`config.mk`:
```
export PLATFORM = sky130hd
export DESIGN_NAME = timer_irq_controller_flat
export DESIGN_NICKNAME = d
export VERILOG_FILES = /design/src/rtl/timer_irq_controller_if.sv /design/src/rtl/timer_irq_controller.sv /design/src/flat_wrapper.sv
export SDC_FILE = /design/constraint.sdc
export NUM_CORES = 1
export LEC_CHECK = 0
export ABC_CLOCK_PERIOD_IN_PS = 1200
export BUFFER_PORTS_ARGS = -buffer_cell sky130_fd_sc_hd__clkbuf_2
export CAP_MARGIN = 25
export CORE_UTILIZATION = 41
export CTS_CLUSTER_DIAMETER = 60
export DETAILED_ROUTE_END_ITERATION = 7
export GPL_TIMING_DRIVEN = 1
export PLACE_DENSITY = 0.76
export REMOVE_ABC_BUFFERS = 1
export SLEW_MARGIN = 10
export SYNTH_ARGS = -nofsm -noshare
export SYNTH_HDL_FRONTEND = slang
export SYNTH_SLANG_ARGS = --single-unit
```
`constraint.sdc`:
```
create_clock -name clk -period 1.2 [get_ports clk]
set_input_delay 0.06 -clock clk [delete_from_list [all_inputs] [get_ports clk]]
set_output_delay 0.06 -clock clk [all_outputs]
set_load 0.01 [all_outputs]
```
`src/rtl/timer_irq_controller_if.sv`:
```
// ---------------------------------------------------------------------------
// timer_irq_controller_if
//   Register bus and CPU interrupt handshake of timer_irq_controller.
//   master : CPU side (drives write/addr/data_in/irq_ack)
//   slave  : controller side (drives data_out/irq/irq_id)
//   write    register write strobe, one cycle per write
//   addr     register select: 0 MASK, 1 PENDING, 2 EOI/STATUS, 3 MISSED
//   data_in  write data
//   data_out read data for addr (combinational)
//   irq      interrupt request
//   irq_id   index of the source being requested/serviced
//   irq_ack  CPU accepts the request, one-cycle pulse
// ---------------------------------------------------------------------------
interface timer_irq_controller_if #(
   parameter int NUM_TIMERS = 8,
   parameter int ID_W       = (NUM_TIMERS > 1) ? $clog2(NUM_TIMERS) : 1
);
   logic            write;
   logic [1:0]      addr;
   logic [31:0]     data_in;
   logic [31:0]     data_out;
   logic            irq;
   logic [ID_W-1:0] irq_id;
   logic            irq_ack;

   modport master (
      output write, addr, data_in, irq_ack,
      input  data_out, irq, irq_id
   );

   modport slave (
      input  write, addr, data_in, irq_ack,
      output data_out, irq, irq_id
   );
endinterface

```
`src/rtl/timer_irq_controller.sv`:
```
// ---------------------------------------------------------------------------
// timer_irq_controller
//   Captures rising edges of the timer_interrupt lines as pending bits, masks
//   them, selects the lowest-index unmasked pending source and presents it to
//   the CPU as irq/irq_id with an ack + end-of-interrupt (EOI) handshake.
//
//   Ports:
//     clk              system clock, all logic on posedge
//     rst              synchronous, active-high reset
//     timer_interrupt  one line per timer; rising edge is the event
//     bus              timer_irq_controller_if.slave (register bus + irq)
//
//   Optional feature macro: IRQ_MISSED_COUNT_EN
//     defined   : per-source 8-bit saturating missed-edge counters,
//                 sources 0..3 readable at addr3, write to addr3 clears all
//     undefined : addr3 reads 0, writes to addr3 have no effect
// ---------------------------------------------------------------------------
module timer_irq_controller #(
   parameter int NUM_TIMERS = 8,
   parameter int ID_W       = (NUM_TIMERS > 1) ? $clog2(NUM_TIMERS) : 1
) (
   input  logic                  clk,
   input  logic                  rst,
   input  logic [NUM_TIMERS-1:0] timer_interrupt,
   timer_irq_controller_if.slave bus
);

   typedef enum logic [1:0] {IDLE, REQ, SERVICE} state_t;

   state_t                state, state_n;
   logic [NUM_TIMERS-1:0] mask, pending, prev;
   logic [NUM_TIMERS-1:0] rise, clr, pending_n, req_vec;
   logic [ID_W-1:0]       irq_id_q, pick_id;
   logic                  load_id;
   logic                  wr_mask, wr_pend, wr_eoi;
   logic                  ack_ok;
   logic                  irq_i, in_service;
   logic [31:0]           miss_word;

   assign wr_mask = bus.write && (bus.addr == 2'd0);
   assign wr_pend = bus.write && (bus.addr == 2'd1);
   assign wr_eoi  = bus.write && (bus.addr == 2'd2);

   // prev resets to 0, so a line already high at reset release counts as an edge
   assign rise    = timer_interrupt & ~prev;
   assign ack_ok  = (state == REQ) && bus.irq_ack;
   assign req_vec = pending & mask;

   // Clear sources (W1C and ack); new edges are OR'd in afterwards so set wins
   always_comb begin
      clr = '0;
      if (wr_pend)
         clr = bus.data_in[NUM_TIMERS-1:0];
      if (ack_ok)
         clr[irq_id_q] = 1'b1;
      pending_n = (pending & ~clr) | rise;
   end

   // Fixed priority: lowest set index wins
   always_comb begin
      pick_id = '0;
      for (int unsigned i = NUM_TIMERS; i > 0; i--) begin
         if (req_vec[i-1])
            pick_id = ID_W'(i-1);
      end
   end

   always_comb begin
      state_n = state;
      load_id = 1'b0;
      case (state)
         IDLE: begin
            if (req_vec != '0) begin
               state_n = REQ;
               load_id = 1'b1;
            end
         end
         REQ: begin
            if (bus.irq_ack)
               state_n = SERVICE;
            else if (!mask[irq_id_q])
               state_n = IDLE;
         end
         SERVICE: begin
            if (wr_eoi)
               state_n = IDLE;
         end
         default: state_n = IDLE;
      endcase
   end

   always_ff @(posedge clk) begin
      if (rst) begin
         state    <= IDLE;
         mask     <= '0;
         pending  <= '0;
         prev     <= '0;
         irq_id_q <= '0;
      end else begin
         state   <= state_n;
         prev    <= timer_interrupt;
         pending <= pending_n;
         if (wr_mask)
            mask <= bus.data_in[NUM_TIMERS-1:0];
         if (load_id)
            irq_id_q <= pick_id;
      end
   end

   assign irq_i      = (state == REQ);
   assign in_service = (state == SERVICE);

`ifdef IRQ_MISSED_COUNT_EN
   logic       wr_miss;
   logic [7:0] missed [NUM_TIMERS];

   assign wr_miss = bus.write && (bus.addr == 2'd3);

   always_ff @(posedge clk) begin
      for (int unsigned i = 0; i < NUM_TIMERS; i++) begin
         if (rst || wr_miss)
            missed[i] <= '0;
         else if (rise[i] && pending[i] && !clr[i] && (missed[i] != 8'hFF))
            missed[i] <= missed[i] + 8'd1;
      end
   end

   for (genvar g = 0; g < 4; g++) begin : g_miss
      if (g < NUM_TIMERS) begin : g_src
         assign miss_word[8*g +: 8] = missed[g];
      end else begin : g_none
         assign miss_word[8*g +: 8] = '0;
      end
   end
`else
   assign miss_word = '0;
`endif

   // Only the low NUM_TIMERS data bits are meaningful for MASK/PENDING
   if (NUM_TIMERS < 32) begin : g_din
      logic unused_din;
      assign unused_din = ^bus.data_in[31:NUM_TIMERS];
   end

   always_comb begin
      bus.data_out = '0;
      case (bus.addr)
         2'd0: bus.data_out = 32'(mask);
         2'd1: bus.data_out = 32'(pending);
         2'd2: bus.data_out = {16'b0, 8'(irq_id_q), 6'b0, in_service, irq_i};
         2'd3: bus.data_out = miss_word;
         default: bus.data_out = '0;
      endcase
   end

   assign bus.irq    = irq_i;
   assign bus.irq_id = irq_id_q;

endmodule

```
`src/flat_wrapper.sv`:
```
// flat-port wrapper written by rule: the top's interface ports become plain ports
module timer_irq_controller_flat 
#(
   parameter int NUM_TIMERS = 8,
   parameter int ID_W       = (NUM_TIMERS > 1) ? $clog2(NUM_TIMERS) : 1
)
  (clk, rst, timer_interrupt, bus_write, bus_addr, bus_data_in, bus_irq_ack, bus_data_out, bus_irq, bus_irq_id);
  timer_irq_controller_if #(.NUM_TIMERS(NUM_TIMERS), .ID_W(ID_W)) bus_i ();
  input  logic clk;
  input  logic rst;
  input  logic [NUM_TIMERS-1:0] timer_interrupt;
  input wire logic [$bits(bus_i.write)-1:0] bus_write;
  input wire logic [$bits(bus_i.addr)-1:0] bus_addr;
  input wire logic [$bits(bus_i.data_in)-1:0] bus_data_in;
  input wire logic [$bits(bus_i.irq_ack)-1:0] bus_irq_ack;
  output wire logic [$bits(bus_i.data_out)-1:0] bus_data_out;
  output wire logic [$bits(bus_i.irq)-1:0] bus_irq;
  output wire logic [$bits(bus_i.irq_id)-1:0] bus_irq_id;
  assign bus_i.write = bus_write;
  assign bus_i.addr = bus_addr;
  assign bus_i.data_in = bus_data_in;
  assign bus_i.irq_ack = bus_irq_ack;
  assign bus_data_out = bus_i.data_out;
  assign bus_irq = bus_i.irq;
  assign bus_irq_id = bus_i.irq_id;
  timer_irq_controller #(.NUM_TIMERS(NUM_TIMERS), .ID_W(ID_W)) u_core (.clk(clk), .rst(rst), .timer_interrupt(timer_interrupt), .bus(bus_i));
endmodule
```
==> metrics.cfg, run 1 <==
[power_and_ir_drop]
clkPwrFrac_pct=32.0
p_sw_share_pct=27.1
leakage_uw=0.00108
power_frac_comb_pct=21.5
ir_drop_v=0.000934
fin_total_pwr_uw=2320
switching_power_uw=630
p_per_area_mw_per_mm2=1040
p_int_uw=1690
seqPwrFrac_pct=46.6

[layout]
area_delta_synth_final_pct=36.0
fill_cells=351
layout.nets=311
final_common_cell=clkbuf_2
diodes=0
most-common-layout-cells=clkbuf_2 (35), buf_4 (31), nand2_1 (25)
layout-drive-gt1-share_pct=38.3

[grt]
grt_pass1_vias=1471
grt_max_degree=17
overflow=0
grt_pass1_wl_um=6530
grt_usage_pct=20.5
antenna_found_initial=0

[die]
initial_core_util_pct=44.0
ios=82
core_mm2=0.00374
die_y_um=65.4
die_x_um=65.4
num_rows=22
die_area_mm2=0.00427

[logic_synthesis]
avgSynthCellArea_um2=8.67
synth-seq-area-share_pct=35.3
synthArstFlopShare_pct=0
synth_cell_types=41
synth-main-ff-cell=dfxtp_1
synth_edf_count=0
synth_cells=190
ys_seq_elements=29
syn_area_mm2=0.00165
yosys_warnings=0

[clock_tree]
root_buffer=clkbuf_8
clk_latency_ns=0.27
htree_levels=2
clkSinkCount=29
cts-buffers-inserted=5
cts_tree=done
cts_buffer_depth=2
clkTransAtPathRegs_ns=0.06

[routing]
route.final.wire_length_um=4110
vias_per_cell=4.99
drt_iter0_markers=56
remaining_drc_errors=0
wl_per_cell_um=13.1
drt-pass1-iter-count=4
ant_nets=0
num_vias=1568

[timing]
setup_ws_ns=-0.0403
setup_viol=3
clock.fmax_ghz=0.806
finalMaxSlewViolations=0
fin_crit_ns=1.24
final_hold_viol_count=0
rsz0062_at_grt=yes
clock_skew_ns=0.00172
post-route-period-util_pct=103
final.setup.tns_ns=-0.0633

[critical_path]
timing.critical_path.mode_cell=buf_6
critPathKind=reg2out
crit_start=u_core.state[1]$_SDFFE_PP0P_
cp.required_ns=1.14
crit_slowest_cell=dfxtp_2
startpoint_type=register
path_max_fanout=3
path_cells=buf_6, nor2b_4, buf_6, nand2_1, o21ai_1, buf_2
critPathMaxStageDelay_ns=0.33
end_kind=output pin
reg2reg_from=u_core.pending[3]$_SDFF_PP0_
crit_arrival_ns=1.18
rr_worst_depth=4

[hold_path]
worstHoldPathCells=2
hold_class=in2reg
min_from=timer_interrupt[7]

[placed_design]
place_congestion=0.865
io_buffers=36
hpwl_um=2990

[job]
max-cap-violations=0

[outcome]
status=finished with violations
violations=setup timing

==> repair_timing <==
action	in CTS	in global routing
endpoints found under the setup margin	10	14
buffers inserted	0	1
pin swaps	1	6
endpoints found under the hold margin	6	0
hold buffers	6	0
resized for setup	8	23
==> critical path, delay by kind of cell (launching register included) <==
kind | cells | cell delay (ns)
AOI/OAI and AO/OA | 1 | 0.07
DFF | 1 | 0.33
and+or+nand+nor | 2 | 0.16
buffers and inverters | 3 | 0.34
==> final timing paths <==
check | end | slack [ns]
hold reg to reg | u_core.pending[1]$_SDFF_PP0_ | 0.40
setup reg to reg | u_core.bus.irq_id[1]$_SDFFE_PP0P_ | -0.02
hold / removal | u_core.prev[7]$_SDFF_PP0_ | 0.03
setup / recovery | bus_data_out[0] | -0.04
==> cells in the mapped netlist, types with 2 or more instances <==
master	count	area [um2]
a41o_1	2	20.0
buf_6	2	22.5
a221o_1	3	30.0
clkbuf_1	2	7.51
dfxtp_1	29	581
a221o_2	3	33.8
nor2_1	16	60.1
buf_2	3	15.0
a22oi_1	4	30.0
nand3_1	2	10.0
buf_4	23	173
mux2i_1	19	190
a21oi_1	4	20.0
nor2b_1	8	50.1
nand2_1	25	93.8
a32o_1	2	20.0
nand3b_1	3	22.5
o21ai_1	5	25.0
inv_1	7	26.3
o21ai_0	5	25.0
and2_1	3	18.8
==> state kept, by name (all words and copies together) (netlist names) <==
name               flops
u_core.state           2
u_core.prev            8
u_core.mask            8
u_core.pending         8
u_core.bus.irq_id      3
==> power by group through the flow <==
stage | combinational (uW) | sequential (uW) | clock, uW
6_report | 498 | 1080 | 742
2_1_floorplan | 204 | 1100 | 0
5_1_grt | 545 | 1090 | 799
3_5_place_dp | 451 | 1090 | 0
4_1_cts | 469 | 1070 | 768
3_3_place_gp | 442 | 1090 | 0
==> metal layers <==
| metal | vias up | wire length, um | GRT usage, % |
|---|---|---|---|
| li1 | 773 | - | - |
| met1 | 726 | 1720 | 24.5 |
| met2 | 65 | 2050 | 35.7 |
| met3 | 4 | 301 | 5.73 |
| met4 | 0 | 38 | 5.16 |
| met5 | - | 0 | 0 |
==> layout make-up <==
cell class,count,area [um2],share of cell area (%)
multi-input cells,143,927,41.4
flip-flops and latches,29,597,26.6
repair buffers,79,549,24.5
clock buffers,8,80.1,3.58
well taps,48,60.1,2.68
inverters,7,26.3,1.17
==> logic make-up (layout without fill, tap and decap cells) <==
logic type / count (synthesis) / after routing / synth area share, %
simple gates: 67 / 67 / 21.0
buf+inv: 38 / 94 / 15.7
compound gates: 36 / 36 / 16.3
flops: 29 / 29 / 35.3
mux: 19 / 19 / 11.6
other cells: 1 / 21 / 0.228
==> through the flow <==
step                      util (%)  setup WS (ns)  cells  instance area [um2]  hold slack, ns
after detailed placement      53.8        -0.0570    299                 2010           0.265
after global placement        53.8        -0.0181    299                 2010           0.259
final                         59.8        -0.0403    314                 2240          0.0258
after global routing          59.8        -0.0955    314                 2240          0.0289
after floorplan                  -         -0.202    179                 1490           0.129
after CTS                     57.8        -0.0789    313                 2160          0.0174
(Power assumes the default switching activity.)
==> inputs of run 2 (changes only) <==
- ABC_AREA: default -> 1
- CORE_UTILIZATION: 41 -> 40
- PLACE_DENSITY: 0.76 -> 0.75
==> run 2 against run 1 <==
Net effect: synthesized cell count rose by 21%; final cell count rose by 7.6%; power rose by 4.5%; first-iteration DRC count rose by 23%; the flow still finishes with violations (setup timing); final area fell by 9.7%; worst setup slack improved by 0.014 ns; utilization fell by 5.0 points; register-to-register slack improved by 0.06 ns; routed wire length fell by 8.7%; sequential cell count did not move; maximum frequency rose by 1.1%; critical path depth fell by 1.
==> metrics.cfg, run 2 <==
[timing]
rsz0062_at_grt=yes  ; unchanged
finalMaxSlewViolations=0  ; unchanged
clock.fmax_ghz=0.815  ; was 0.806 GHz
setup_ws_ns=-0.0263  ; was -0.0403 ns
final_hold_viol_count=0  ; unchanged
setup_viol=1  ; was 3
post-route-period-util_pct=102  ; was 103%
final.setup.tns_ns=-0.0263  ; was -0.0633 ns
clock_skew_ns=0.00419  ; was 0.00172 ns
fin_crit_ns=1.23  ; was 1.24 ns

[power_and_ir_drop]
power_frac_comb_pct=21.2  ; was 21.5%
p_int_uw=1710  ; was 1690 uW
switching_power_uw=718  ; was 630 uW
seqPwrFrac_pct=45.0  ; was 46.6%
p_per_area_mw_per_mm2=1200  ; was 1040 mW/mm2
clkPwrFrac_pct=33.8  ; was 32.0%
leakage_uw=0.000998  ; was 0.00108 uW
ir_drop_v=0.000781  ; was 0.000934 V
p_sw_share_pct=29.6  ; was 27.1%

[placed_design]
placed_area_mm2=0.00180  ; was 0.00201 mm2
dp.cells=322  ; was 299
place_congestion=0.920  ; was 0.865
io_buffers=36  ; unchanged
pre_cts_slack_ns=0.0277  ; was -0.0570 ns
hpwl_um=2760  ; was 2990 um

[clock_tree]
cts-buffers-inserted=5  ; unchanged
clkSinkCount=29  ; unchanged
clkTransAtPathRegs_ns=0.06  ; about the same
htree_levels=2  ; unchanged
root_buffer=clkbuf_8  ; unchanged
cts_tree=done  ; unchanged
cts_buffer_depth=2  ; unchanged
clk_latency_ns=0.29  ; was 0.27 ns

[layout]
layout-drive-gt1-share_pct=29.7  ; was 38.3%
area_delta_synth_final_pct=29.9  ; was 36.0%
largestRegisters=u_core.mask (8), u_core.pending (8), u_core.prev (8)  ; unchanged
layout.cells.non_filler=338  ; was 314
final_cell_area_mm2=0.00202  ; was 0.00224 mm2
layout.nets=336  ; was 311
diodes=0  ; unchanged
fill_cells=389  ; was 351
most-common-layout-cells=nand2_1 (36), nor2_1 (35), clkbuf_2 (32)  ; was clkbuf_2 (35), buf_4 (31), nand2_1 (25)
final_common_cell=nand2_1  ; was clkbuf_2
fin_util_pct=54.9  ; was 59.8%

[routing]
route.top_layer_used=met4  ; unchanged
wl_per_cell_um=11.1  ; was 13.1 um
drt_iter0_markers=69  ; was 56
wl_met1_um=1810  ; was 1720 um
wl_met3_um=237  ; was 301 um
drt-pass1-iter-count=4  ; unchanged
route.final.wire_length_um=3760  ; was 4110 um
vias_per_cell=4.67  ; was 4.99
remaining_drc_errors=0  ; unchanged
ant_nets=0  ; unchanged
num_vias=1579  ; was 1568
wl_met2_um=1640  ; was 2050 um

[logic_synthesis]
avgSynthCellArea_um2=6.80  ; was 8.67 um2
synth_cells=229  ; was 190
synth_edf_count=0  ; unchanged
syn_area_mm2=0.00156  ; was 0.00165 mm2
synth-seq-area-share_pct=37.3  ; was 35.3%
yosys.area.top_type=dfxtp_1  ; unchanged
synth_top_area_share_pct=37.3  ; was 35.3%
ys_seq_elements=29  ; unchanged
synth-main-ff-cell=dfxtp_1  ; unchanged
synth_cell_types=26  ; was 41
synthArstFlopShare_pct=0  ; unchanged
synth_area_leaders=dfxtp_1 (37%), nand2_1 (11%), buf_4 (10%)  ; was dfxtp_1 (35%), mux2i_1 (12%), buf_4 (10%)
yosys_warnings=0  ; unchanged
yosys-top-cells-count=nand2_1 (44), nor2_1 (39), dfxtp_1 (29), inv_1 (26), buf_4 (21)  ; was dfxtp_1 (29), nand2_1 (25), buf_4 (23), mux2i_1 (19), nor2_1 (16)
yosysMostFrequentCell=nand2_1  ; was dfxtp_1

[outcome]
violations=setup timing  ; unchanged
status=finished with violations  ; unchanged

[job]
max-cap-violations=0  ; unchanged

[die]
core_mm2=0.00369  ; was 0.00374 mm2
die_y_um=64.4  ; was 65.4 um
initial_core_util_pct=42.2  ; was 44.0%
ios=82  ; unchanged
die_area_mm2=0.00415  ; was 0.00427 mm2
num_rows=22  ; unchanged
die_x_um=64.4  ; was 65.4 um

[critical_path]
cp.required_ns=1.14  ; about the same
crit_arrival_ns=1.17  ; was 1.18 ns
endpoint=bus_data_out[0]  ; unchanged
reg2reg_setup_slack_ns=0.04  ; was -0.02 ns
crit_start=u_core.state[1]$_SDFFE_PP0P_  ; unchanged
reg2reg_from=u_core.state[1]$_SDFFE_PP0P_  ; was u_core.pending[3]$_SDFF_PP0_
critPathKind=reg2out  ; unchanged
rr_worst_depth=7  ; was 4
end_kind=output pin  ; unchanged
r2r-end=u_core.pending[2]$_SDFF_PP0_  ; was u_core.bus.irq_id[1]$_SDFFE_PP0P_
startpoint_type=register  ; unchanged
path_max_fanout=3  ; unchanged

[grt]
grt_pass1_wl_um=6220  ; was 6530 um
grt_pass1_vias=1402  ; was 1471
grt_usage_pct=20.4  ; was 20.5%
antenna_found_initial=0  ; unchanged
grt_max_degree=21  ; was 17
overflow=0  ; unchanged

[hold_path]
hold_class=in2reg  ; unchanged

## run 2: cell count changes after synthesis, sizes merged, moves of 4 or more
cell,change
o211ai,+5
mux2i,-19
a21oi,+8
o21ai,+7
a31oi,+5
buf,-5
nor2b,-9
a221o,-6
inv,+21
nand2,+19
nor2,+25
nand3,+6
a22oi,-4
## run 2: cell families after synthesis
kind of cell	count (synthesis)	synth area share, %
simple gates	101	26.9
buf+inv	54	18.7
compound gates	44	16.9
flops	29	37.3
other cells	1	0.241
## run 2: worst min-delay path by stage
stage          depth (start not counted)                            to               start
3_3_place_gp                           3     u_core.prev[2]$_SDFF_PP0_  timer_interrupt[2]
3_5_place_dp                           3     u_core.prev[2]$_SDFF_PP0_  timer_interrupt[2]
4_1_cts                                3   u_core.mask[4]$_SDFFE_PP0P_      bus_data_in[4]
6_report                               3   u_core.mask[4]$_SDFFE_PP0P_      bus_data_in[4]
2_1_floorplan                          1  u_core.state[0]$_SDFFE_PP0P_                 rst
5_1_grt                                3   u_core.mask[4]$_SDFFE_PP0P_      bus_data_in[4]
## run 2: cell type report
cell class | instances | area (um2) | share of cell area, %
multi-input combinational | 166 | 796 | 39.3
sequential | 29 | 588 | 29.1
timing repair buffer | 60 | 388 | 19.2
inverter | 28 | 105 | 5.19
clock buffer | 7 | 86.3 | 4.27
tap | 48 | 60.1 | 2.97
## run 2: worst max-delay path: stages (launching register included)
cell and delay (ns):
dfxtp_2 0.33, inv_2 0.07, nand2_2 0.06, buf_6 0.12
o211ai_1 0.15, buf_2 0.16
## run 2: metal layers
layer / up-vias / global-route usage (%)
met3: 6 / 7.14
met1: 699 / 25.1
met5: - / 0
li1: 818 / -
met4: 0 / 9.17
met2: 56 / 31.6
## run 2: what timing repair did
item / CTS / global route
hold buffers: 8 / 0
gates resized for setup: 5 / 24
endpoints found under the hold margin: 8 / 0
pin swaps: 0 / 7
buffers inserted: 0 / 1
setup endpoints to repair: 2 / 15
## run 2: through the flow
stage          power, uW  hold slack, ns
2_1_floorplan       1360           0.129
3_3_place_gp        1560           0.275
3_5_place_dp        1570           0.281
4_1_cts             2410         0.00746
5_1_grt             2560          0.0406
6_report            2430          0.0130
## run 2: power groups by stage
stage | clock (uW) | sequential, uW | combinational (uW)
finish | 819 | 1090 | 515
global route | 877 | 1100 | 579
CTS | 836 | 1080 | 493
detailed placement | 0 | 1100 | 469
global placement | 0 | 1100 | 465
floorplan | 0 | 1100 | 256
==> inputs of run 3 (changes only) <==
--- a/config.mk
+++ b/config.mk
@@ -8,3 +8,3 @@
 export ABC_AREA = 1
-export ABC_CLOCK_PERIOD_IN_PS = 1200
+export ABC_CLOCK_PERIOD_IN_PS = 1040
 export BUFFER_PORTS_ARGS = -buffer_cell sky130_fd_sc_hd__clkbuf_2
==> constraint.sdc (replaced) <==
create_clock -name clk -period 1.04 [get_ports clk]
set_input_delay 0.052 -clock clk [delete_from_list [all_inputs] [get_ports clk]]
set_output_delay 0.052 -clock clk [all_outputs]
set_load 0.02 [all_outputs]
==> run 3 against run 2 <==
Net effect: the flow still finishes with violations (setup timing); largest power group unchanged; first-iteration DRC count increased by 140%; utilization increased by 15 points; sequential share of layout area decreased by 5.4 points; non-clock buffer count increased by 33; via count increased by 22%; sequential cell count unchanged; clock skew increased by 0.0058 ns.
==> metrics.cfg, run 3 (synthesis gave the netlist of run 2 again) <==
[grt]
grt_pass1_vias=1702  ; was 1402
grt_pass1_wl_um=7700  ; was 6220 um
grt_usage_pct=25.1  ; was 20.4%
antenna_found_initial=0  ; unchanged
grt_busiest_layer=met2  ; unchanged
grt_util_met2_pct=40.7  ; was 31.6%
grt_use_met3_pct=7.14  ; unchanged
overflow=0  ; unchanged
grt_max_degree=21  ; unchanged
met1_usage_pct=30.0  ; was 25.1%

[die]
ios=82  ; unchanged
die_area_mm2=0.00415  ; unchanged
die_y_um=64.4  ; unchanged
num_rows=22  ; unchanged
initial_core_util_pct=42.2  ; unchanged
core_mm2=0.00369  ; unchanged
die_x_um=64.4  ; unchanged

[critical_path]
critPathKind=reg2out  ; unchanged
cp.required_ns=0.99  ; was 1.14 ns
path_max_fanout=2  ; was 3
end_kind=output pin  ; unchanged
startpoint_type=register  ; unchanged
crit_slowest_cell=dfxtp_2  ; unchanged
path_buf_inv=3  ; unchanged
crit_start=u_core.state[1]$_SDFFE_PP0P_  ; unchanged
endpoint=bus_data_out[0]  ; unchanged
rr_worst_depth=7  ; unchanged
r2r-end=u_core.state[0]$_SDFFE_PP0P_  ; was u_core.pending[2]$_SDFF_PP0_
crit_arrival_ns=1.20  ; was 1.17 ns
reg2reg_setup_slack_ns=-0.17  ; was 0.04 ns
critPathMaxStageDelay_ns=0.33  ; about the same
reg2reg_from=u_core.bus.irq_id[1]$_SDFFE_PP0P_  ; was u_core.state[1]$_SDFFE_PP0P_
crit_family=buffers and inverters  ; unchanged
path_cells=inv_2, nand2_4, buf_6, o211ai_1, buf_4  ; was inv_2, nand2_2, buf_6, o211ai_1, buf_2
cp_num_cells=5  ; unchanged

[clock_tree]
cts_buffer_depth=2  ; unchanged
cts-buffers-inserted=5  ; unchanged
cts_tree=done  ; unchanged
htree_levels=2  ; unchanged
clkTransAtPathRegs_ns=0.07  ; was 0.06 ns
clk_latency_ns=0.30  ; was 0.29 ns
root_buffer=clkbuf_8  ; unchanged
clkSinkCount=29  ; unchanged

[power_and_ir_drop]
p_per_area_mw_per_mm2=1290  ; was 1200 mW/mm2
ir_drop_v=0.000670  ; was 0.000781 V
leakage_uw=0.00124  ; was 0.000998 uW

[routing]
drt-pass1-iter-count=5  ; was 4
wl_per_cell_um=14.9  ; was 11.1 um
vias_per_cell=5.20  ; was 4.67
route.final.wire_length_um=5520  ; was 3760 um
num_vias=1931  ; was 1579
ant_nets=0  ; unchanged
remaining_drc_errors=0  ; unchanged
drt_iter0_markers=165  ; was 69

[timing]
rsz0062_at_grt=yes  ; unchanged
clock.fmax_ghz=0.798
finalMaxSlewViolations=0  ; unchanged
setup_viol=25  ; was 1
post-route-period-util_pct=121
final.setup.tns_ns=-1.94  ; was -0.0263 ns
setup_ws_ns=-0.214  ; was -0.0263 ns
final_hold_viol_count=0  ; unchanged
clock_skew_ns=0.00996  ; was 0.00419 ns
fin_crit_ns=1.25

[layout]
layout-drive-gt1-share_pct=49.2  ; was 29.7%
layout.nets=369  ; was 336
area_delta_synth_final_pct=64.7  ; was 29.9%
layout.cells.non_filler=371  ; was 338
most-common-layout-cells=buf_4 (36), nor2_1 (33), nand2_1 (33)  ; was nand2_1 (36), nor2_1 (35), clkbuf_2 (32)
final_common_cell=buf_4  ; was nand2_1
fill_cells=293  ; was 389
diodes=0  ; unchanged
largestRegisters=u_core.mask (8), u_core.pending (8), u_core.prev (8)  ; unchanged

[job]
max-cap-violations=0  ; unchanged

[outcome]
violations=setup timing  ; unchanged
status=finished with violations  ; unchanged

[placed_design]
io_buffers=36  ; unchanged
dp.cells=338  ; was 322
pre_cts_slack_ns=-0.193  ; was 0.0277 ns
place_congestion=0.971  ; was 0.920
hpwl_um=3060  ; was 2760 um

[hold_path]
worstHoldPathCells=3  ; unchanged
hold_class=in2reg  ; unchanged

## run 3: final cells by class
class                           count  area [um2]  share of cell area [%]
Clock buffer                        7        86.3                    3.36
Inverter                           28         105                    4.10
Multi-Input combinational cell    166         912                    35.5
Timing Repair Buffer               93         795                    31.0
Sequential cell                    29         608                    23.7
Tap cell                           48        60.1                    2.34
## run 3: worst min-delay path by stage
stage / start / to / slack (ns)
global placement: timer_interrupt[4] / u_core.prev[4]$_SDFF_PP0_ / 0.27
finish: bus_data_in[4] / u_core.mask[4]$_SDFFE_PP0P_ / 0.02
floorplan: rst / u_core.state[0]$_SDFFE_PP0P_ / 0.12
CTS: bus_data_in[4] / u_core.mask[4]$_SDFFE_PP0P_ / 0.01
global route: bus_data_in[4] / u_core.mask[4]$_SDFFE_PP0P_ / 0.02
detailed placement: timer_interrupt[5] / u_core.prev[5]$_SDFF_PP0_ / 0.27
## run 3: metal layers
layer  wire (um)  part of all wire, %  vias to the layer above
li1            -                    -                      886
met1        2150                   39                      904
met2        2790                   51                      126
met3         481                  8.7                       15
met4         105                  1.9                        0
met5           0                    0                        -
## run 3: timing repair
item | in CTS | in global routing
hold buffers | 8 | 0
setup endpoints to repair | 26 | 27
buffers inserted | 12 | 7
pin swaps | 20 | 20
gates resized for setup | 82 | 40
endpoints found under the hold margin | 8 | 0
## run 3: per-stage QoR
stage | utilization (%) | cell area, um2 | power (uW) | hold WS, ns
6_report | 69.6 | 2570 | 3300 | 0.0196
5_1_grt | 69.6 | 2570 | 3450 | 0.0235
4_1_cts | 64.8 | 2390 | 3100 | 0.0104
3_5_place_dp | 52.4 | 1930 | 1960 | 0.272
3_3_place_gp | 52.4 | 1930 | 1950 | 0.267
2_1_floorplan | - | 1450 | 1630 | 0.121
## run 3: power by group
part / switching (uW) / internal [uW] / total [uW]
logic: 580 / 477 / 1060
registers: 70.9 / 1200 / 1270
clock network: 447 / 524 / 971
total: 1100 / 2200 / 3300
## run 3: worst min-delay path: stages
cell      delay (ns)
clkbuf_2        0.10
nor2_1          0.04
nor2_1          0.08
